File: config.mk
export PLATFORM = sky130hd
export DESIGN_NAME = half_exp_accum
export DESIGN_NICKNAME = d
export VERILOG_FILES = /design/src/rtl/half_exp_accum.sv
export SDC_FILE = /design/constraint.sdc
export NUM_CORES = 1
export LEC_CHECK = 0
export CAP_MARGIN = 20
export CORE_ASPECT_RATIO = 1.25
export CORE_MARGIN = 1
export CORE_UTILIZATION = 35
export CTS_BUF_LIST = sky130_fd_sc_hd__clkbuf_8
export DETAILED_ROUTE_END_ITERATION = 10
export GPL_ROUTABILITY_DRIVEN = 1
export GPL_TIMING_DRIVEN = 1
export PLACE_DENSITY = 0.58
export RECOVER_POWER = 25
export SYNTH_ARGS = -nofsm -noshare
export SYNTH_HDL_FRONTEND = slang
export SYNTH_SLANG_ARGS = --single-unit
File: constraint.sdc
create_clock -name clk -period 8.3 [get_ports clk]
set_input_delay 2.075 -clock clk [delete_from_list [all_inputs] [get_ports clk]]
set_output_delay 2.075 -clock clk [all_outputs]
set_load 0.05 [all_outputs]
File: src/rtl/half_exp_accum.sv
// Softmax denominator accumulator: sums VEC_LEN FP16 exp() results exactly in
// fixed point (LSB = 2^-24) and returns each vector sum as a rounded FP16 value.
module half_exp_accum #(
  parameter int VEC_LEN = 16,
  parameter int FRAC_W  = 24
) (
  input  logic        clk,
  input  logic        rst,
  input  logic        in_valid,
  input  logic [15:0] a,
  output logic        out_valid,
  output logic [15:0] sum,
  output logic        ovf,
  output logic        nan,
  output logic        neg_err
);

  localparam int ACC_W = 40 + $clog2(VEC_LEN);
  localparam int CNT_W = $clog2(VEC_LEN);
  localparam int P_W   = $clog2(ACC_W);
  localparam int SUB_P = FRAC_W - 14;

  logic [39:0]      fix_s;
  logic             inf_s, nan_s, neg_s;
  logic [CNT_W-1:0] cnt_r;
  logic             s1_valid_r, s1_last_r, s1_inf_r, s1_nan_r, s1_neg_r;
  logic [39:0]      s1_fix_r;
  logic [ACC_W-1:0] acc_r, fin_r, acc_sum_s;
  logic             st_inf_r, st_nan_r, st_neg_r;
  logic             fin_valid_r, fin_inf_r, fin_nan_r, fin_neg_r;
  logic [P_W-1:0]   msb_s;
  logic [ACC_W-1:0] norm_s;
  logic [9:0]       man_s;
  logic             rnd_s, sub_s;
  logic [7:0]       bexp_s;
  logic             n_valid_r, n_sub_r, n_rnd_r, n_inf_r, n_nan_r, n_neg_r;
  logic [9:0]       n_subv_r, n_man_r;
  logic [7:0]       n_exp_r;
  logic [17:0]      rsum_s;
  logic [15:0]      res_s;
  logic             ovf_s;

  // FP16 to fixed-point conversion and per-element status decode
  always_comb begin
    fix_s = 40'd0;
    neg_s = a[15] && (a[14:0] != 15'd0);
    nan_s = (a[14:10] == 5'd31) && (a[9:0] != 10'd0);
    inf_s = !a[15] && (a[14:10] == 5'd31) && (a[9:0] == 10'd0);
    if (neg_s || (a[14:10] == 5'd31)) begin
      fix_s = 40'd0;
    end else if (a[14:10] == 5'd0) begin
      fix_s = {30'd0, a[9:0]};
    end else begin
      fix_s = {29'd0, 1'b1, a[9:0]} << (a[14:10] - 5'd1);
    end
  end

  // Stage 1: element counter and registered conversion result
  always_ff @(posedge clk or posedge rst) begin
    if (rst) begin
      cnt_r      <= '0;
      s1_valid_r <= 1'b0;
      s1_last_r  <= 1'b0;
      s1_fix_r   <= 40'd0;
      s1_inf_r   <= 1'b0;
      s1_nan_r   <= 1'b0;
      s1_neg_r   <= 1'b0;
    end else begin
      s1_valid_r <= in_valid;
      if (in_valid) begin
        s1_fix_r  <= fix_s;
        s1_inf_r  <= inf_s;
        s1_nan_r  <= nan_s;
        s1_neg_r  <= neg_s;
        s1_last_r <= (cnt_r == CNT_W'(VEC_LEN - 1));
        cnt_r     <= (cnt_r == CNT_W'(VEC_LEN - 1)) ? '0 : cnt_r + CNT_W'(1);
      end
    end
  end

  assign acc_sum_s = acc_r + ACC_W'(s1_fix_r);

  // Stage 2: exact accumulation; last element hands the total and flags onward
  always_ff @(posedge clk or posedge rst) begin
    if (rst) begin
      acc_r       <= '0;
      fin_r       <= '0;
      fin_valid_r <= 1'b0;
      st_inf_r    <= 1'b0;
      st_nan_r    <= 1'b0;
      st_neg_r    <= 1'b0;
      fin_inf_r   <= 1'b0;
      fin_nan_r   <= 1'b0;
      fin_neg_r   <= 1'b0;
    end else begin
      fin_valid_r <= 1'b0;
      if (s1_valid_r && s1_last_r) begin
        fin_r       <= acc_sum_s;
        acc_r       <= '0;
        fin_valid_r <= 1'b1;
        fin_inf_r   <= st_inf_r | s1_inf_r;
        fin_nan_r   <= st_nan_r | s1_nan_r;
        fin_neg_r   <= st_neg_r | s1_neg_r;
        st_inf_r    <= 1'b0;
        st_nan_r    <= 1'b0;
        st_neg_r    <= 1'b0;
      end else if (s1_valid_r) begin
        acc_r    <= acc_sum_s;
        st_inf_r <= st_inf_r | s1_inf_r;
        st_nan_r <= st_nan_r | s1_nan_r;
        st_neg_r <= st_neg_r | s1_neg_r;
      end
    end
  end

  // Leading-one detect and normalisation; a zero total falls into the subnormal path
  always_comb begin
    msb_s = '0;
    for (int i = 0; i < ACC_W; i++) begin
      msb_s = fin_r[i] ? P_W'(i) : msb_s;
    end
    norm_s = fin_r << (P_W'(ACC_W - 1) - msb_s);
    man_s  = norm_s[ACC_W-2 -: 10];
    rnd_s  = norm_s[ACC_W-12] & ((|norm_s[ACC_W-13:0]) | man_s[0]);
    bexp_s = 8'(msb_s) - 8'(FRAC_W - 15);
    sub_s  = (msb_s < P_W'(SUB_P)) || !norm_s[ACC_W-1];
  end

  // Stage 3a: register normalised fields and round decision
  always_ff @(posedge clk or posedge rst) begin
    if (rst) begin
      n_valid_r <= 1'b0;
      n_sub_r   <= 1'b0;
      n_subv_r  <= 10'd0;
      n_exp_r   <= 8'd0;
      n_man_r   <= 10'd0;
      n_rnd_r   <= 1'b0;
      n_inf_r   <= 1'b0;
      n_nan_r   <= 1'b0;
      n_neg_r   <= 1'b0;
    end else begin
      n_valid_r <= fin_valid_r;
      if (fin_valid_r) begin
        n_sub_r  <= sub_s;
        n_subv_r <= fin_r[9:0];
        n_exp_r  <= bexp_s;
        n_man_r  <= man_s;
        n_rnd_r  <= rnd_s;
        n_inf_r  <= fin_inf_r;
        n_nan_r  <= fin_nan_r;
        n_neg_r  <= fin_neg_r;
      end
    end
  end

  // Mantissa carry ripples straight into the exponent field
  assign rsum_s = {n_exp_r, n_man_r} + 18'(n_rnd_r);

  // Result selection: NaN beats inf beats the rounded value
  always_comb begin
    res_s = 16'h0000;
    ovf_s = n_inf_r;
    if (n_nan_r) begin
      res_s = 16'h7E00;
    end else if (n_inf_r) begin
      res_s = 16'h7C00;
    end else if (n_sub_r) begin
      res_s = {6'd0, n_subv_r};
    end else if (rsum_s[17:10] >= 8'd31) begin
      res_s = 16'h7C00;
      ovf_s = 1'b1;
    end else begin
      res_s = {1'b0, rsum_s[14:0]};
    end
  end

  // Stage 3b: registered outputs, held between pulses
  always_ff @(posedge clk or posedge rst) begin
    if (rst) begin
      out_valid <= 1'b0;
      sum       <= 16'h0000;
      ovf       <= 1'b0;
      nan       <= 1'b0;
      neg_err   <= 1'b0;
    end else begin
      out_valid <= n_valid_r;
      if (n_valid_r) begin
        sum     <= res_s;
        ovf     <= ovf_s;
        nan     <= n_nan_r;
        neg_err <= n_neg_r;
      end
    end
  end

endmodule

# == Word level (Yosys, flattened, before mapping) ==
# Cells that the tools add are included.
# totals
ff_bits,198
inputBits,19
# op_classes
addsub,6
order_cmp,2
n_eq_ne,2
shifts,2
n_mux,63
bitwise,5
n_reduce_logical,15
# op_table
operator,n
$mux 44,2
$mux 40,2
$mux 5,16
$mux 6,12
$mux 15,4
$add 44x40->44,1
$shl 44x6->44,1
$shl 11x5->40,1
$mux 4,9
$reduce_or 32->1,1
$add 18x1->18,1
$reduce_bool 15->1,1
$mux 1,12
$mux 3,4
$logic_not 10->1,1
$reduce_bool 10->1,1
$ge 8x5->1 const B,1
$sub 6x4->7 const B,1
$lt 6x4->1 const B,1
$sub 6x6->6 const A,1
$eq 5x5->1 const B,1
$logic_and 1x1->1,5
$logic_not 5->1,1
$sub 5x1->5 const B,1
other kinds (8),14

# == Logic depth before layout (Yosys ltp) ==
# depth
ltp_word,48
depth_mapped,17
ltp_nobuf,14

# == Worst setup path after synthesis ==
# Ideal clock, no wire load.
# synth_path
path_kind,input-to-reg
start,input a[10]
end,register s1_fix_r[16]
setup_ns,0.092
arrival_time_ns,4.493
path_slack_ns,3.715
path_stages,11
path_buffers,2
cell_sequence,clkbuf_1 > inv_1 > ha_1 > inv_1 > or4_1 > o21ai_0 > nand3_1 > clkbuf_1 > nor3_1 > nand3_1 > o221ai_1
# synth_via
elab_chain_len,4
# synth_rtl
item,line_no,source
from (decl),10,"input logic [15:0] a,"
$sub 5x1->5 / $reduce_bool 15->1 (equally long branches),"54, 46",
$shl 11x5->40 / $logic_and 1x1->1 (equally long branches),"54, 46",
$mux 40 / $logic_or 1x1->1 (equally long branches),"51, 49",
$mux 40 (*),49,if (neg_s || (a[14:10] == 5'd31)) begin
to (signal assigned),71,s1_fix_r <= fix_s;
to (decl),27,logic [39:0] s1_fix_r;
# Mark *: on every way between the ends. The rest lies on a longest branch, timed or not.
# A chain may end at the register's enable or synchronous reset.

# == Worst setup path after layout ==
# layout_path
start,register fin_r[5]
end,register n_rnd_r
# layout_via
elab_chain_len,44
# layout_rtl
item,line_no,source
from (decl),28,"logic [ACC_W-1:0] acc_r, fin_r, acc_sum_s;"
from (signal assigned),98,fin_r <= acc_sum_s;
$mux 3 (3 in a row),120,msb_s = fin_r[i] ? P_W'(i) : msb_s;
$mux 4 (8 in a row),120,
$mux 5 (16 in a row),120,
$mux 6 (12 in a row),120,
$sub 6x6->6,122,norm_s = fin_r << (P_W'(ACC_W - 1) - msb_s);
$shl 44x6->44 (*),122,
$reduce_or 32->1,124,rnd_s = norm_s[ACC_W-12] & ((|norm_s[ACC_W-13:0]) | man_s[0]);
$or 1x1->1,124,
$and 1x1->1 (*),124,
to (signal assigned),148,n_rnd_r <= rnd_s;
to (decl),36,"logic n_valid_r, n_sub_r, n_rnd_r, n_inf_r, n_nan_r, n_neg_r;"
# Marks and branches as above.

==> impl_metrics.json <==
{
  "worstPathArrival_ns": 5.96,
  "synth_edf_count": 0,
  "path_class": "flop to flop",
  "numCtsBuffers": 17,
  "synth_seq_cells": 196,
  "clk_latency_ns": 0.51,
  "cp_data_required_time_ns": 8.68,
  "final_layout_size_suffix_gt1_share_pct": 7.03,
  "grt_setup_unrepaired": "false",
  "maxSlewViolCount": 298,
  "outcome": "finished, violations left",
  "synth_top_area_cell": "dfrtp_1",
  "fin_tns_setup_ns": 0,
  "drt-total-wl_um": 38000,
  "drc": 0,
  "cp-start-kind": "flop",
  "cts_root_buf": "clkbuf_8",
  "grt_max_degree": 88,
  "syn_to_final_growth_pct": 8.57,
  "fp.coreArea_um2": 37400,
  "synth_ff_type": "dfrtp_1",
  "yosysWarningCount": 0,
  "grt_pass1_vias": 11300,
  "async_reset_ff_share_pct": 100,
  "worst_pin_slew_ns": 3.88,
  "cts.sinks": 196,
  "cp-end-kind": "flop",
  "drtIter0Drc": 763,
  "viasPerCell": 5.76,
  "cts_tree": "built",
  "crit_fanout": 42,
  "clk_pin_slew_ns": 0.11,
  "finalSetupViolCount": 0,
  "htree_levels": 4,
  "cts.repair.resized": 0,
  "die_area_um2": 38900,
  "start_util_pct": 35.7,
  "overflow": 0,
  "max-slew-margin-rel_pct": -160,
  "dpl.hpwl_um": 28100,
  "fp.dieH_um": 220,
  "diodes": 0,
  "die_w_um": 177,
  "row_count": 79,
  "netlist_instances": 1540,
  "yosysSeqAreaShare_pct": 36.8,
  "multi_input_area_um2": 7850,
  "cts_setup_buffers": 0,
  "cts_hold_buf": 0,
  "maxCapViolations": 5,
  "grt_pass1_wl_um": 62200,
  "place.gp.congestion": 0.923,
  "clock_skew_ns": 0.0191,
  "cts_buffer_depth": 2,
  "antenna_found_initial": 0,
  "hold_viol_final": 0,
  "ant_nets": 0,
  "num-fill-cells": 3813,
  "grt_usage_pct": 20.1,
  "vias": 11700,
  "nNetsFinal": 1593,
  "syn_area_um2": 13300,
  "regArea_um2": 4900,
  "layout_min_cycle_time_ns": 5.59,
  "fin_crit_sh_pct": 67.3,
  "ios": 39,
  "synth_cell_types": 82,
  "syn_avg_cell_area_um2": 8.65,
  "violations": "capacitance limit, slew limit",
  "timing.fmax_mhz": 179,
  "worst_slack_ns": 2.71,
  "hold_path_class": "flop to flop",
  "synthTopCellsByArea": "dfrtp_1 37%, ha_1 4.6%, o21ai_0 4.6%, nand2_1 4.3%, a21oi_1 4.2%",
  "wl_per_cell_um": 18.8,
  "synth_top_area_share_pct": 36.8,
  "syn_nets": 1609,
  "drt_first_pass_iters": 6,
  "io_buffer_count": 37,
  "dp_slack_ns": 2.35
}
## flip-flops by register name, summed over array words and instances, names as in the netlist, 4 cells and up
signal,cells
acc_r,44
cnt_r,4
fin_r,44
n_exp_r,7
n_man_r,10
n_subv_r,10
s1_fix_r,40
sum,15
## cell type report
class / instances / area share (%)
clock inverters: 15 / 1.00
well taps: 486 / 4.20
inverters: 51 / 1.33
flip-flops and latches: 196 / 33.9
repair buffers: 61 / 3.68
clock buffers: 17 / 1.62
multi-input cells: 1197 / 54.3
## layout by cell type (no fill, tap or decap), types with 12 or more instances in the layout
master	synthesis	layout
nand2_1	153	152
nor2_1	134	134
clkbuf_8	0	17
a31oi_1	19	19
a21o_1	27	27
mux4_2	12	12
buf_4	2	19
o31ai_1	14	13
nand4_1	17	17
xor2_1	27	27
clkdlybuf4s50_1	0	35
nand2b_1	12	12
o2bb2ai_1	62	62
a211oi_1	35	35
a22oi_1	21	21
o22ai_1	16	16
a21oi_1	112	112
o21ai_0	122	122
mux2_2	21	21
inv_1	47	46
o21a_1	15	15
nor3_1	32	32
dfrtp_1	196	196
ha_1	49	49
mux2i_1	24	24
xnor2_1	38	38
nand3_1	63	63
## metal layers
metal	part of all wire, %	vias up	global-route usage [%]
met2	49	274	34.6
li1	-	5700	-
met4	2.8	0	7.21
met5	0	-	0
met1	45	5610	26.0
met3	3.3	69	2.22
## critical path, stage by stage, from the launching register on
cell and delay (ns):
dfrtp_1 0.54, inv_1 0.14, a221oi_1 0.34, o21ai_0 0.18, a21oi_1 0.33, o31a_1 0.19, clkbuf_1 1.35, inv_2 0.52
buf_4 0.41, mux2i_1 0.25, a21o_1 0.28, a2111o_1 0.37, a2111oi_2 0.38, a32oi_1 0.15
## synth_stat cells, types with 24 or more instances
master and instances:
a211oi_1 35, a21o_1 27, a21oi_1 112, clkbuf_1 74, dfrtp_1 196, ha_1 49, inv_1 47, mux2i_1 24
nand2_1 153, nand3_1 63, nor2_1 134, nor3_1 32, o21ai_0 122, o2bb2ai_1 62, xnor2_1 38, xor2_1 27
## kinds of logic after synthesis
| group | synth area share [%] |
|---|---|
| multiplexers | 5.61 |
| adder cells (fa/ha/maj) | 4.75 |
| flip-flops | 36.8 |
| buffers and inverters | 4.38 |
| other | 0.0281 |
| AO/OA/AOI/OAI | 27.6 |
| XOR/XNOR | 4.27 |
| AND/OR/NAND/NOR | 16.6 |
## final timing paths
path / end / cells after the start / start / slack [ns]
worst max-delay path: n_rnd_r / 13 / fin_r[5] / 2.71
worst min-delay path: fin_inf_r / 2 / fin_inf_r / 0.49
worst max register to register: n_rnd_r / 13 / fin_r[5] / 2.71
worst min register to register: fin_inf_r / 2 / fin_inf_r / 0.49
max in group asynchronous: n_rnd_r / 3 / rst / 3.11
min in group asynchronous: n_subv_r[2] / 2 / rst / 3.18
## metrics by stage
step / std cells / util (%) / hold slack [ns] / cell area, µm²
2_1_floorplan: 1540 / - / 0.352 / 13300
3_3_place_gp: 1990 / 37.8 / 0.464 / 14100
3_5_place_dp: 1990 / 37.8 / 0.470 / 14100
4_1_cts: 2022 / 38.8 / 0.495 / 14500
5_1_grt: 2023 / 38.7 / 0.522 / 14500
6_report: 2023 / 38.7 / 0.488 / 14500
Power is left out: the tool's default activity adds up to more than one toggle a clock period on the data nets, which glitch-free logic cannot reach.
